--- src/rtl/load_store_unit.sv ---
// Load/store unit: runs one decoded RV32I load or store as a single
// request/acknowledge transfer on a 32-bit word-addressed data bus.
// It steers byte lanes and write strobes, rejects misaligned or illegal
// accesses, aborts on a bus timeout and sign/zero-extends load data.
//
// Ports:
//   clk, rst_n                 clock, async active-low reset
//   start                      one-cycle request strobe (sampled in IDLE only)
//   data_r, data_w             decoded load / store
//   data_size                  00 byte, 01 half, 10 word, 11 illegal
//   unsigned_value             zero-extend load data (LBU/LHU)
//   addr, wdata                byte address, store data
//   busy, done, err            status; done/err are one-cycle pulses
//   rdata                      extended load result, held until next load
//   bus_req/we/addr/wdata/wstrb  data bus request side
//   bus_ack, bus_rdata         data bus response side
module load_store_unit #(
    parameter int unsigned TIMEOUT_CYCLES = 255
) (
    input  logic        clk,
    input  logic        rst_n,
    input  logic        start,
    input  logic        data_r,
    input  logic        data_w,
    input  logic [1:0]  data_size,
    input  logic        unsigned_value,
    input  logic [31:0] addr,
    input  logic [31:0] wdata,
    output logic        busy,
    output logic        done,
    output logic        err,
    output logic [31:0] rdata,
    output logic        bus_req,
    output logic        bus_we,
    output logic [31:0] bus_addr,
    output logic [31:0] bus_wdata,
    output logic [3:0]  bus_wstrb,
    input  logic        bus_ack,
    input  logic [31:0] bus_rdata
);

    localparam int unsigned CNT_W = 16;
    localparam logic [CNT_W-1:0] CNT_LAST = CNT_W'(TIMEOUT_CYCLES - 1);

    typedef enum logic [1:0] {
        S_IDLE = 2'b00,
        S_REQ  = 2'b01,
        S_FIN  = 2'b10
    } state_t;

    state_t           state, state_n;
    logic [CNT_W-1:0] cnt, cnt_n;
    logic [1:0]       size_q, size_n;
    logic             uns_q, uns_n;
    logic [1:0]       off_q, off_n;

    logic        busy_n, done_n, err_n;
    logic [31:0] rdata_n;
    logic        req_n, we_n;
    logic [31:0] addr_n, wdata_n;
    logic [3:0]  wstrb_n;

    logic        misaligned, bad_req;
    logic [3:0]  st_strb;
    logic [31:0] st_data;
    logic [31:0] rd_shift, ld_ext;

    // Request legality, evaluated on the live decoder inputs
    always_comb begin
        misaligned = ((data_size == 2'b01) && addr[0]) ||
                     ((data_size == 2'b10) && (addr[1:0] != 2'b00));
        bad_req    = (data_r && data_w) || (data_size == 2'b11) || misaligned;
    end

    // Store lane replication and byte enables
    always_comb begin
        st_strb = 4'b1111;
        st_data = wdata;
        case (data_size)
            2'b00: begin
                st_strb = 4'b0001 << addr[1:0];
                st_data = {4{wdata[7:0]}};
            end
            2'b01: begin
                st_strb = 4'b0011 << addr[1:0];
                st_data = {2{wdata[15:0]}};
            end
            default: ;
        endcase
    end

    // Load lane extraction and extension using the latched lane/size
    always_comb begin
        rd_shift = bus_rdata >> {off_q, 3'b000};
        case (size_q)
            2'b00:   ld_ext = uns_q ? {24'h0, rd_shift[7:0]}
                                    : {{24{rd_shift[7]}}, rd_shift[7:0]};
            2'b01:   ld_ext = uns_q ? {16'h0, rd_shift[15:0]}
                                    : {{16{rd_shift[15]}}, rd_shift[15:0]};
            default: ld_ext = bus_rdata;
        endcase
    end

    // Next-state and next-output logic
    always_comb begin
        state_n = state;
        cnt_n   = cnt;
        size_n  = size_q;
        uns_n   = uns_q;
        off_n   = off_q;
        busy_n  = busy;
        done_n  = 1'b0;
        err_n   = 1'b0;
        rdata_n = rdata;
        req_n   = bus_req;
        we_n    = bus_we;
        addr_n  = bus_addr;
        wdata_n = bus_wdata;
        wstrb_n = bus_wstrb;

        case (state)
            S_IDLE: begin
                if (start) begin
                    busy_n = 1'b1;
                    if (bad_req) begin
                        state_n = S_FIN;
                        done_n  = 1'b1;
                        err_n   = 1'b1;
                    end else if (!data_r && !data_w) begin
                        state_n = S_FIN;
                        done_n  = 1'b1;
                    end else begin
                        state_n = S_REQ;
                        cnt_n   = '0;
                        size_n  = data_size;
                        uns_n   = unsigned_value;
                        off_n   = addr[1:0];
                        req_n   = 1'b1;
                        we_n    = data_w;
                        addr_n  = {addr[31:2], 2'b00};
                        wdata_n = data_w ? st_data : bus_wdata;
                        wstrb_n = data_w ? st_strb : 4'b0000;
                    end
                end
            end
            S_REQ: begin
                // An ack in the final allowed cycle still wins over the timeout
                if (bus_ack) begin
                    state_n = S_FIN;
                    done_n  = 1'b1;
                    req_n   = 1'b0;
                    we_n    = 1'b0;
                    wstrb_n = 4'b0000;
                    if (!bus_we) begin
                        rdata_n = ld_ext;
                    end
                end else if (cnt == CNT_LAST) begin
                    state_n = S_FIN;
                    done_n  = 1'b1;
                    err_n   = 1'b1;
                    req_n   = 1'b0;
                    we_n    = 1'b0;
                    wstrb_n = 4'b0000;
                end else begin
                    cnt_n = cnt + CNT_W'(1);
                end
            end
            S_FIN: begin
                state_n = S_IDLE;
                busy_n  = 1'b0;
            end
            default: begin
                state_n = S_IDLE;
                busy_n  = 1'b0;
                req_n   = 1'b0;
                we_n    = 1'b0;
                wstrb_n = 4'b0000;
            end
        endcase
    end

    // State and registered outputs
    always_ff @(posedge clk or negedge rst_n) begin
        if (!rst_n) begin
            state     <= S_IDLE;
            cnt       <= '0;
            size_q    <= 2'b00;
            uns_q     <= 1'b0;
            off_q     <= 2'b00;
            busy      <= 1'b0;
            done      <= 1'b0;
            err       <= 1'b0;
            rdata     <= '0;
            bus_req   <= 1'b0;
            bus_we    <= 1'b0;
            bus_addr  <= '0;
            bus_wdata <= '0;
            bus_wstrb <= 4'b0000;
        end else begin
            state     <= state_n;
            cnt       <= cnt_n;
            size_q    <= size_n;
            uns_q     <= uns_n;
            off_q     <= off_n;
            busy      <= busy_n;
            done      <= done_n;
            err       <= err_n;
            rdata     <= rdata_n;
            bus_req   <= req_n;
            bus_we    <= we_n;
            bus_addr  <= addr_n;
            bus_wdata <= wdata_n;
            bus_wstrb <= wstrb_n;
        end
    end

endmodule

--- config.mk ---
export PLATFORM = sky130hd
export DESIGN_NAME = load_store_unit
export DESIGN_NICKNAME = d
export VERILOG_FILES = /design/src/rtl/load_store_unit.sv
export SDC_FILE = /design/constraint.sdc
export NUM_CORES = 1
export LEC_CHECK = 0
export ABC_AREA = 1
export CAP_MARGIN = 10
export CORE_MARGIN = 5
export CORE_UTILIZATION = 48
export CTS_BUF_LIST = sky130_fd_sc_hd__clkbuf_2
export DETAILED_ROUTE_END_ITERATION = 12
export GPL_TIMING_DRIVEN = 0
export PLACE_DENSITY = 0.83
export SKIP_CTS_REPAIR_TIMING = 1
export SLEW_MARGIN = 30
export SYNTH_ARGS = -nofsm -noshare
export SYNTH_HDL_FRONTEND = slang
export SYNTH_SLANG_ARGS = --single-unit
--- constraint.sdc ---
create_clock -name clk -period 1.75 [get_ports clk]
set_input_delay 0.35 -clock clk [delete_from_list [all_inputs] [get_ports clk]]
set_output_delay 0.35 -clock clk [all_outputs]
set_load 0.02 [all_outputs]
=== After elaboration in Yosys (flattened, before gate mapping) ===
Cells that the tools add are included.

* Input bits: 105
* Flip-flop bits (word level): 126
* Output and inout port bits: 105

* Add/subtract/negate cells: 1
* Equal/unequal tests: 13
* Bitwise gates (word level): 5
* Reductions and logical operators: 21
* Multiplexer cells: 46
* Shift operators: 3

{| class="wikitable"
|+ Operators by type and width
! kind !! count
|-
| 32-bit case mux with 2 select lines || 2
|-
| 16-bit two-way mux || 5
|-
| 32-bit two-way mux || 2
|-
| 16-bit case mux with 2 select lines || 1
|-
| 32-bit by 5-bit >> shifter with 16-bit output || 1
|-
| 4-bit two-way mux || 6
|-
| 1-bit two-way mux || 17
|-
| 16-bit by 1-bit adder with 16-bit output (second input constant) || 1
|-
| 16-bit by 8-bit == test with 1-bit output (second input constant) || 1
|-
| 4-bit case mux with 3 select lines || 1
|-
| 2-bit two-way mux || 5
|-
| 2-bit != test (second input constant) || 5
|-
| 5-bit AND reduction || 2
|-
| 4-bit case mux with 2 select lines || 1
|-
| 2-bit by 1-bit == test with 1-bit output (second input constant) || 3
|-
| 2-bit == test (second input constant) || 3
|-
| 2-bit logical NOT || 3
|-
| 1-bit case mux with 2 select lines || 3
|-
| 1-bit case mux with 3 select lines || 2
|-
| 6-bit AND reduction || 1
|-
| 1-bit NOT || 5
|-
| 1-bit logical AND || 4
|-
| 2-bit case mux with 2 select lines || 1
|-
| 2-bit AND reduction || 2
|-
| 8 further kinds || 12
|}

=== Logic depth before layout (Yosys ltp) ===
Gate-level depths: netlist of run 1.

* Depth in word-level cells: 7
* Gate-level depth with buffers: 11
* Mapped depth without buffers: 10

=== Least setup slack after synthesis of run 1 ===
Ideal clock, no wire load.

* Path type: reg-to-reg
* Start point: register cnt[0]
* End point: register cnt[10]
* Data arrival time: 1.306 ns
* Data required time: 1.633 ns
* Buffers on the path: 1
* Clock period less this slack: 1.423 ns
* Setup slack: 0.327 ns
* Cell stages (with the launch flop): 11
* Cells stage by stage: dfrtp_1 inv_1 ha_1 nand4_1 nor2_1 nand3_1 nand2_1 nor2_4 buf_4 nand2_1 nand2_1

* Cells in the longest elaborated chain, start to end: 4
* Elaborated cells on any way between the ends: 7

{| class="wikitable"
|+ Ends and longest elaborated chain
! what !! RTL line !! source
|-
| start: declaration || 52 || <nowiki>logic [CNT_W-1:0] cnt, cnt_n;</nowiki>
|-
| start signal: assignment || 201 || <nowiki>cnt <= cnt_n;</nowiki>
|-
| 16-bit by 1-bit adder with 16-bit output || 165 || <nowiki>cnt_n = cnt + CNT_W'(1);</nowiki>
|-
| 16-bit two-way mux || 157 || <nowiki>end else if (cnt == CNT_LAST) begin</nowiki>
|-
| 16-bit two-way mux || 148 || <nowiki>if (bus_ack) begin</nowiki>
|-
| 16-bit case mux with 2 select lines || 121 || <nowiki>case (state)</nowiki>
|}

Several ways; a longest one is shown, not always the timed one. The select of a mux whose other input is x is not followed.
A chain may end at the register's enable or synchronous reset.

=== Final worst setup path of run 1 ===
* Start point: register bus_we
* End point: output bus_we

{| class="wikitable"
|+ RTL lines
! what !! RTL line !! source
|-
| start: declaration || 34 || <nowiki>output logic bus_we,</nowiki>
|-
| start signal: assignment || 210 || <nowiki>bus_we <= we_n;</nowiki>
|}

No word-level cell between the ends.

==> results.py, run 1 <==
metrics = {
    "sta": {
        "slew_headroom_pct": 59.1,
        "fmax_mhz": 595,
        "setup_viol_count_final": 0,
        "hold_ws_ns": 0.0796,
        "slew_viol_final": 0,
        "fin_skew_ns": 0.0208,
        "tightest_slew_ns": 0.614,
        "period_needed_ns": 1.68,
        "rsz0062_at_grt": "true",
        "post-route-period-util_pct": 96.1,
        "fin_setup_tns_ns": 0,
        "hold_violations": 0,
    },
    "critical_path": {
        "rrSetupSlack_ns": 0.11,
        "r2r-end": "rdata[21]",
        "cp_num_buf_inv": 1,
        "cpPeakStageDelay_ns": 0.44,
        "path_cells": "buf_2",
        "cp_slowest_cell": "dfrtp_1",
        "critPathCaptureType": "primary output",
        "critical_path_class": "reg -> out",
        "r2r-start": "off_q[1]",
        "critical_path_arrival_ns": 1.33,
        "critPathLaunchType": "register",
        "path_delay_family": "flip-flops",
        "cp_max_fo": 3,
        "critical_path_required_ns": 1.40,
        "rr_worst_depth": 8,
    },
    "route": {
        "post_drt_wl_per_cell_um": 15.4,
        "num_vias": 6647,
        "drt-pass1-iter-count": 5,
        "wl_um": 20100,
        "ant_nets": 0,
        "remaining_drc_errors": 0,
        "avgViaCountPerCell": 5.10,
        "drt-initial-drc-count": 472,
    },
    "power_and_ir_drop": {
        "power.density_nw_per_um2": 1520,
        "p_leak_nw": 4.61,
        "swShare_pct": 45.1,
        "internal_power_w": 0.00759,
        "seqPwrFrac_pct": 35.1,
        "p_sw_w": 0.00625,
        "power_w": 0.0138,
        "ir_drop_mv": 0.961,
        "clkPwrFrac_pct": 10.6,
        "pwr-share-comb_pct": 54.3,
    },
    "layout": {
        "area_growth_pct": 38.9,
        "nFillCells": 1114,
        "layout-drive-gt1-share_pct": 23.0,
        "final_nets": 1222,
    },
    "global_route": {
        "grt-ovfl-total": 0,
        "antenna_found_initial": 1,
        "grt_util_all_layers_pct": 24.5,
        "grt_first_pass_wirelength_um": 31200,
        "grt_max_degree": 83,
        "grt_pass1_vias": 6172,
    },
    "synthesis": {
        "synth_area_um2": 6560,
        "synth_edf_count": 0,
        "ys.flop_type": "dfrtp_1",
        "synth_xor_area_share_pct": 0.668,
        "synthArstFlopShare_pct": 100,
        "synth-seq-area-share_pct": 48.1,
        "synth_fa_ha_area_share_pct": 0.382,
        "synthCells": 855,
        "synth-seq-cells": 126,
        "ys_warn_count": 0,
        "synth-simple-area-share_pct": 29.7,
        "synth_top_family_by_area": "simple AND/OR/NAND/NOR gates",
        "synth_cell_types": 31,
        "synthMuxAreaShare_pct": 0,
        "synth_compound_area_share_pct": 13.8,
        "syn_avg_cell_area_um2": 7.67,
    },
    "floorplan": {
        "die_h_um": 127,
        "coreArea_um2": 13300,
        "core.rowCount": 42,
        "die_area_um2": 16100,
        "start_util_pct": 49.3,
        "die_w_um": 127,
        "io_pins": 210,
    },
    "clock_tree": {
        "clk_latency_ns": 0.73,
        "tritoncts": "yes",
        "cts_sinks": 126,
        "htreeDepth": 4,
        "cts-root-buf": "clkbuf_2",
        "numCtsBuffers": 17,
        "clkTransAtPathRegs_ns": 0.19,
        "cts_max_path_buffers": 2,
    },
    "place": {
        "gp_congestion": 0.946,
        "io_buffers": 207,
        "dp_hpwl_um": 14700,
    },
    "run_status": {
        "status": "complete, no violations",
    },
    "worst_hold_path": {
        "hold_path.class": "in -> async",
    },
    "run": {
        "max-cap-violations": 0,
    },
}
## cell families (layout without fill, tap and decap cells)
| kind of cell | after synthesis | in the layout |
|---|---|---|
| other | 1 | 3 |
| xor gates and xnor gates | 5 | 5 |
| adders and majority gates | 2 | 2 |
| and+or+nand+nor | 463 | 463 |
| buffers and inverters | 106 | 377 |
| DFF | 126 | 126 |
| AOI/OAI and AO/OA | 152 | 152 |
## worst max path at each step
stage | startpoint | to | slack [ns] | cells past startpoint
3_3_place_gp | rst_n | bus_wdata[10] | -4.70 | 1
5_1_grt | state[1] | cnt[6] | -0.02 | 7
2_1_floorplan | cnt[0] | cnt[10] | 0.33 | 10
4_1_cts | bus_we | bus_we | -0.52 | 1
6_report | bus_we | bus_we | 0.07 | 1
3_5_place_dp | data_size[1] | bus_wdata[31] | -0.46 | 6
## area by class of cell
cell class | instances | area [um^2] | share of cell area (%)
Clock inverter | 12 | 72.6 | 0.797
Clock buffer | 19 | 95.1 | 1.04
Inverter | 64 | 245 | 2.69
Tap cell | 176 | 220 | 2.42
Antenna cell | 1 | 2.50 | 0.0275
Multi-Input combinational cell | 624 | 2950 | 32.3
Sequential cell | 126 | 3150 | 34.6
Timing Repair Buffer | 241 | 2120 | 23.3
Buffer | 41 | 253 | 2.78
## metrics by stage
step	area (um^2)	worst slack [ns]	util (%)	cells
after floorplan	6560	0.327	-	856
after CTS	9050	-0.523	68.1	1271
final	9110	0.0679	68.5	1304
after detailed placement	8890	-0.458	66.8	1240
after global routing	9110	-0.0199	68.5	1304
after global placement	8850	-4.70	66.6	1239
## cell usage in the layout, fill, tap and decap left out, types with 3 or more instances in the layout
master | synthesis | final
nand2_1 | 306 | 306
dfrtp_1 | 126 | 125
clkdlybuf4s50_1 | 0 | 103
clkbuf_2 | 0 | 70
a21oi_1 | 64 | 64
nor2_1 | 61 | 59
nand3_1 | 58 | 58
inv_1 | 55 | 54
buf_6 | 6 | 52
buf_4 | 3 | 34
buf_2 | 23 | 27
o21ai_0 | 26 | 26
o21ai_2 | 23 | 23
or2_2 | 17 | 17
o21ai_1 | 16 | 16
o211ai_1 | 14 | 14
inv_2 | 8 | 7
nand4_1 | 7 | 7
nor2_4 | 4 | 6
clkbuf_1 | 6 | 6
clkinv_1 | 1 | 6
a21boi_0 | 5 | 5
o21bai_1 | 4 | 4
xor2_1 | 3 | 3
nand3_2 | 3 | 3
buf_1 | 4 | 3
clkbuf_4 | 0 | 3
clkinvlp_4 | 0 | 3
## flip-flops by register name, indices dropped and copies added, names as in the netlist
register and count:
bus_wdata 32, rdata 32, bus_addr 30, cnt 16
bus_wstrb 4, off_q 2, size_q 2, state 2
bus_req 1, bus_we 1, busy 1, done 1
err 1, uns_q 1
## power groups by stage
stage	combinational, W	sequential (W)	clock (W)
6_report	0.00751	0.00486	0.00147
3_3_place_gp	0.00742	0.00479	0
4_1_cts	0.00755	0.00477	0.00151
3_5_place_dp	0.00752	0.00481	0
5_1_grt	0.00814	0.00501	0.00163
2_1_floorplan	0.00272	0.00614	0
## synth_stat cells, types with 14 or more instances
cell type  count  area (um^2)
inv_1         55          206
a21oi_1       64          320
o21ai_1       16         80.1
or2_2         17          106
nand2_1      306         1150
o211ai_1      14          105
nand3_1       58          290
o21ai_0       26          130
buf_2         23          115
o21ai_2       23          201
dfrtp_1      126         3150
nor2_1        61          229
## metal layers
metal	vias to the layer above	share of wire [%]	track usage (%)
li1	3265	-	-
met1	3085	42	31.2
met2	270	47	39.4
met3	27	9.4	8.41
met4	0	1.6	7.82
met5	-	0	0
No activity file was read; power rests on OpenSTA's default activity.
==> run 2: changes to the inputs <==
--- a/config.mk
+++ b/config.mk
@@ -6,7 +6,7 @@
 export NUM_CORES = 1
 export LEC_CHECK = 0
 export ABC_AREA = 1
-export CAP_MARGIN = 10
+export CAP_MARGIN = 40
 export CORE_MARGIN = 5
 export CORE_UTILIZATION = 48
 export CTS_BUF_LIST = sky130_fd_sc_hd__clkbuf_2
==> results of run 2 <==
Same layout as run 1: the final DEF is identical, and so are final timing and power.
==> run 3: changes to the inputs <==
--- a/config.mk
+++ b/config.mk
@@ -14,7 +14,6 @@
 export GPL_TIMING_DRIVEN = 0
 export PLACE_DENSITY = 0.83
 export SKIP_CTS_REPAIR_TIMING = 1
-export SLEW_MARGIN = 30
 export SYNTH_ARGS = -nofsm -noshare
 export SYNTH_HDL_FRONTEND = slang
 export SYNTH_SLANG_ARGS = --single-unit
==> results.py, run 3 (synthesis results as in run 1) <==
metrics = {
    "power_and_ir_drop": {
        "power_w": 0.0143,
        "ir_drop_mv": 1.00,
        "p_leak_nw": 4.64,
        "power.density_nw_per_um2": 1560,
    },
    "clock_tree": {
        "cts_sinks": 126,
        "clkTransAtPathRegs_ns": 0.20,
        "htreeDepth": 4,
        "numCtsBuffers": 17,
        "cts-root-buf": "clkbuf_2",
        "tritoncts": "yes",
        "clk_latency_ns": 0.71,
        "cts_max_path_buffers": 2,
    },
    "critical_path": {
        "cp_max_fo": 3,
        "cp_slowest_cell": "dfrtp_1",
        "critPathLaunchType": "register",
        "path_depth": 1,
        "crit_start": "bus_we",
        "critPathCaptureType": "primary output",
        "path_cells": "buf_2",
        "r2r-start": "state[1]",
        "critical_path_class": "reg -> out",
        "critical_path_arrival_ns": 1.32,
        "cpPeakStageDelay_ns": 0.44,
        "rr_worst_depth": 8,
        "crit_path_end": "bus_we",
        "critical_path_required_ns": 1.40,
        "r2r-end": "rdata[15]",
        "rrSetupSlack_ns": 0.10,
        "path_delay_family": "flip-flops",
        "cp_num_buf_inv": 1,
    },
    "place": {
        "io_buffers": 207,
        "dpl_cell_area_um2": 8880,
        "dp_hpwl_um": 14700,
        "gp_congestion": 0.946,
        "dp_slack_ns": -0.467,
    },
    "sta": {
        "setup_viol_count_final": 0,
        "tightest_slew_ns": 0.634,
        "slew_viol_final": 0,
        "post-route-period-util_pct": 95.5,
        "fmax_mhz": 598,
        "fin_setup_tns_ns": 0,
        "period_needed_ns": 1.67,
        "slew_headroom_pct": 57.8,
        "fin_skew_ns": 0.0173,
        "hold_violations": 0,
        "rsz0062_at_grt": "true",
        "layout_setup_ws_ns": 0.0781,
    },
    "global_route": {
        "grt_max_degree": 83,
        "grt_first_pass_wirelength_um": 31300,
        "antenna_found_initial": 1,
        "grt_pass1_vias": 6233,
        "grt_util_all_layers_pct": 24.5,
        "grt-ovfl-total": 0,
    },
    "layout": {
        "layout-drive-gt1-share_pct": 23.1,
        "final_cell_mix": "305 x nand2_1, 125 x dfrtp_1, 103 x clkdlybuf4s50_1",
        "final_nets": 1218,
        "largestRegisters": "bus_wdata x32, rdata x32, bus_addr x30",
        "final_common_cell": "nand2_1",
        "final_cell_area_um2": 9160,
        "ff_latch_area_um2": 3150,
        "area_growth_pct": 39.7,
        "multiInputGateArea_um2": 2950,
        "utilization_pct": 68.9,
        "nFillCells": 1093,
    },
    "route": {
        "remaining_drc_errors": 0,
        "num_vias": 6649,
        "drt-initial-drc-count": 582,
        "avgViaCountPerCell": 5.11,
        "wl_um": 20100,
        "drt-pass1-iter-count": 5,
        "post_drt_wl_per_cell_um": 15.5,
        "ant_nets": 0,
    },
    "floorplan": {
        "die_w_um": 127,
        "die_area_um2": 16100,
        "start_util_pct": 49.3,
        "coreArea_um2": 13300,
        "core.rowCount": 42,
        "io_pins": 210,
        "die_h_um": 127,
    },
    "run": {
        "max-cap-violations": 0,
    },
    "worst_hold_path": {
        "hold_path.class": "in -> async",
    },
    "run_status": {
        "status": "complete, no violations",
    },
}
[run 3: changes by cell type in the layout (fill, tap and decap cells not counted), moves of 2 or more]
| cell | previous run | this run |
|---|---|---|
| bufinv_16 | 0 | 3 |
| buf_2 | 27 | 30 |
| clkinvlp_4 | 3 | 0 |
| clkinv_1 | 6 | 4 |
| buf_4 | 34 | 31 |
| nor2_2 | 2 | 4 |
| clkbuf_2 | 70 | 66 |
[run 3: area by class of cell]
type,instances,share of cell area [%]
antenna,1,0.0273
clock inverter,14,1.82
buffer,42,2.81
inverter,64,2.65
tap,176,2.40
timing repair buffer,236,22.7
clock buffer,18,0.984
multi-input combinational,624,32.2
sequential,126,34.4
[run 3: how the worst min path moves through the flow]
| stage | startpoint | endpoint | cells after the start |
|---|---|---|---|
| after detailed placement | rst_n | bus_addr[3] | 1 |
| final | rst_n | bus_addr[3] | 2 |
| after global routing | rst_n | bus_addr[3] | 2 |
| after floorplan | rst_n | bus_addr[10] | 0 |
| after CTS | rst_n | bus_addr[3] | 1 |
| after global placement | bus_addr[11] | bus_addr[11] | 2 |
[run 3: per-stage QoR]
step | std cells | hold WS (ns)
after detailed placement | 1240 | 0.303
after CTS | 1272 | -0.547
after global placement | 1239 | 0.454
after global routing | 1301 | 0.0547
after floorplan | 856 | 0.0544
final | 1301 | 0.0977
[run 3: report_power, final]
part           total, W  switching [W]  leakage, nW  internal (W)
logic           0.00745        0.00435         2.90       0.00310
registers       0.00486       0.000765         1.58       0.00409
clock network   0.00198        0.00117        0.157      0.000811
[run 3: metal layers]
layer  track usage [%]  up-vias  wire (um)  part of all wire [%]
li1                  -     3259          -                     -
met1              31.4     3088       8370                    42
met2              39.4      278       9580                    48
met3              8.11       24       1890                   9.4
met4              7.44        0        260                   1.3
met5                 0        -          0                     0
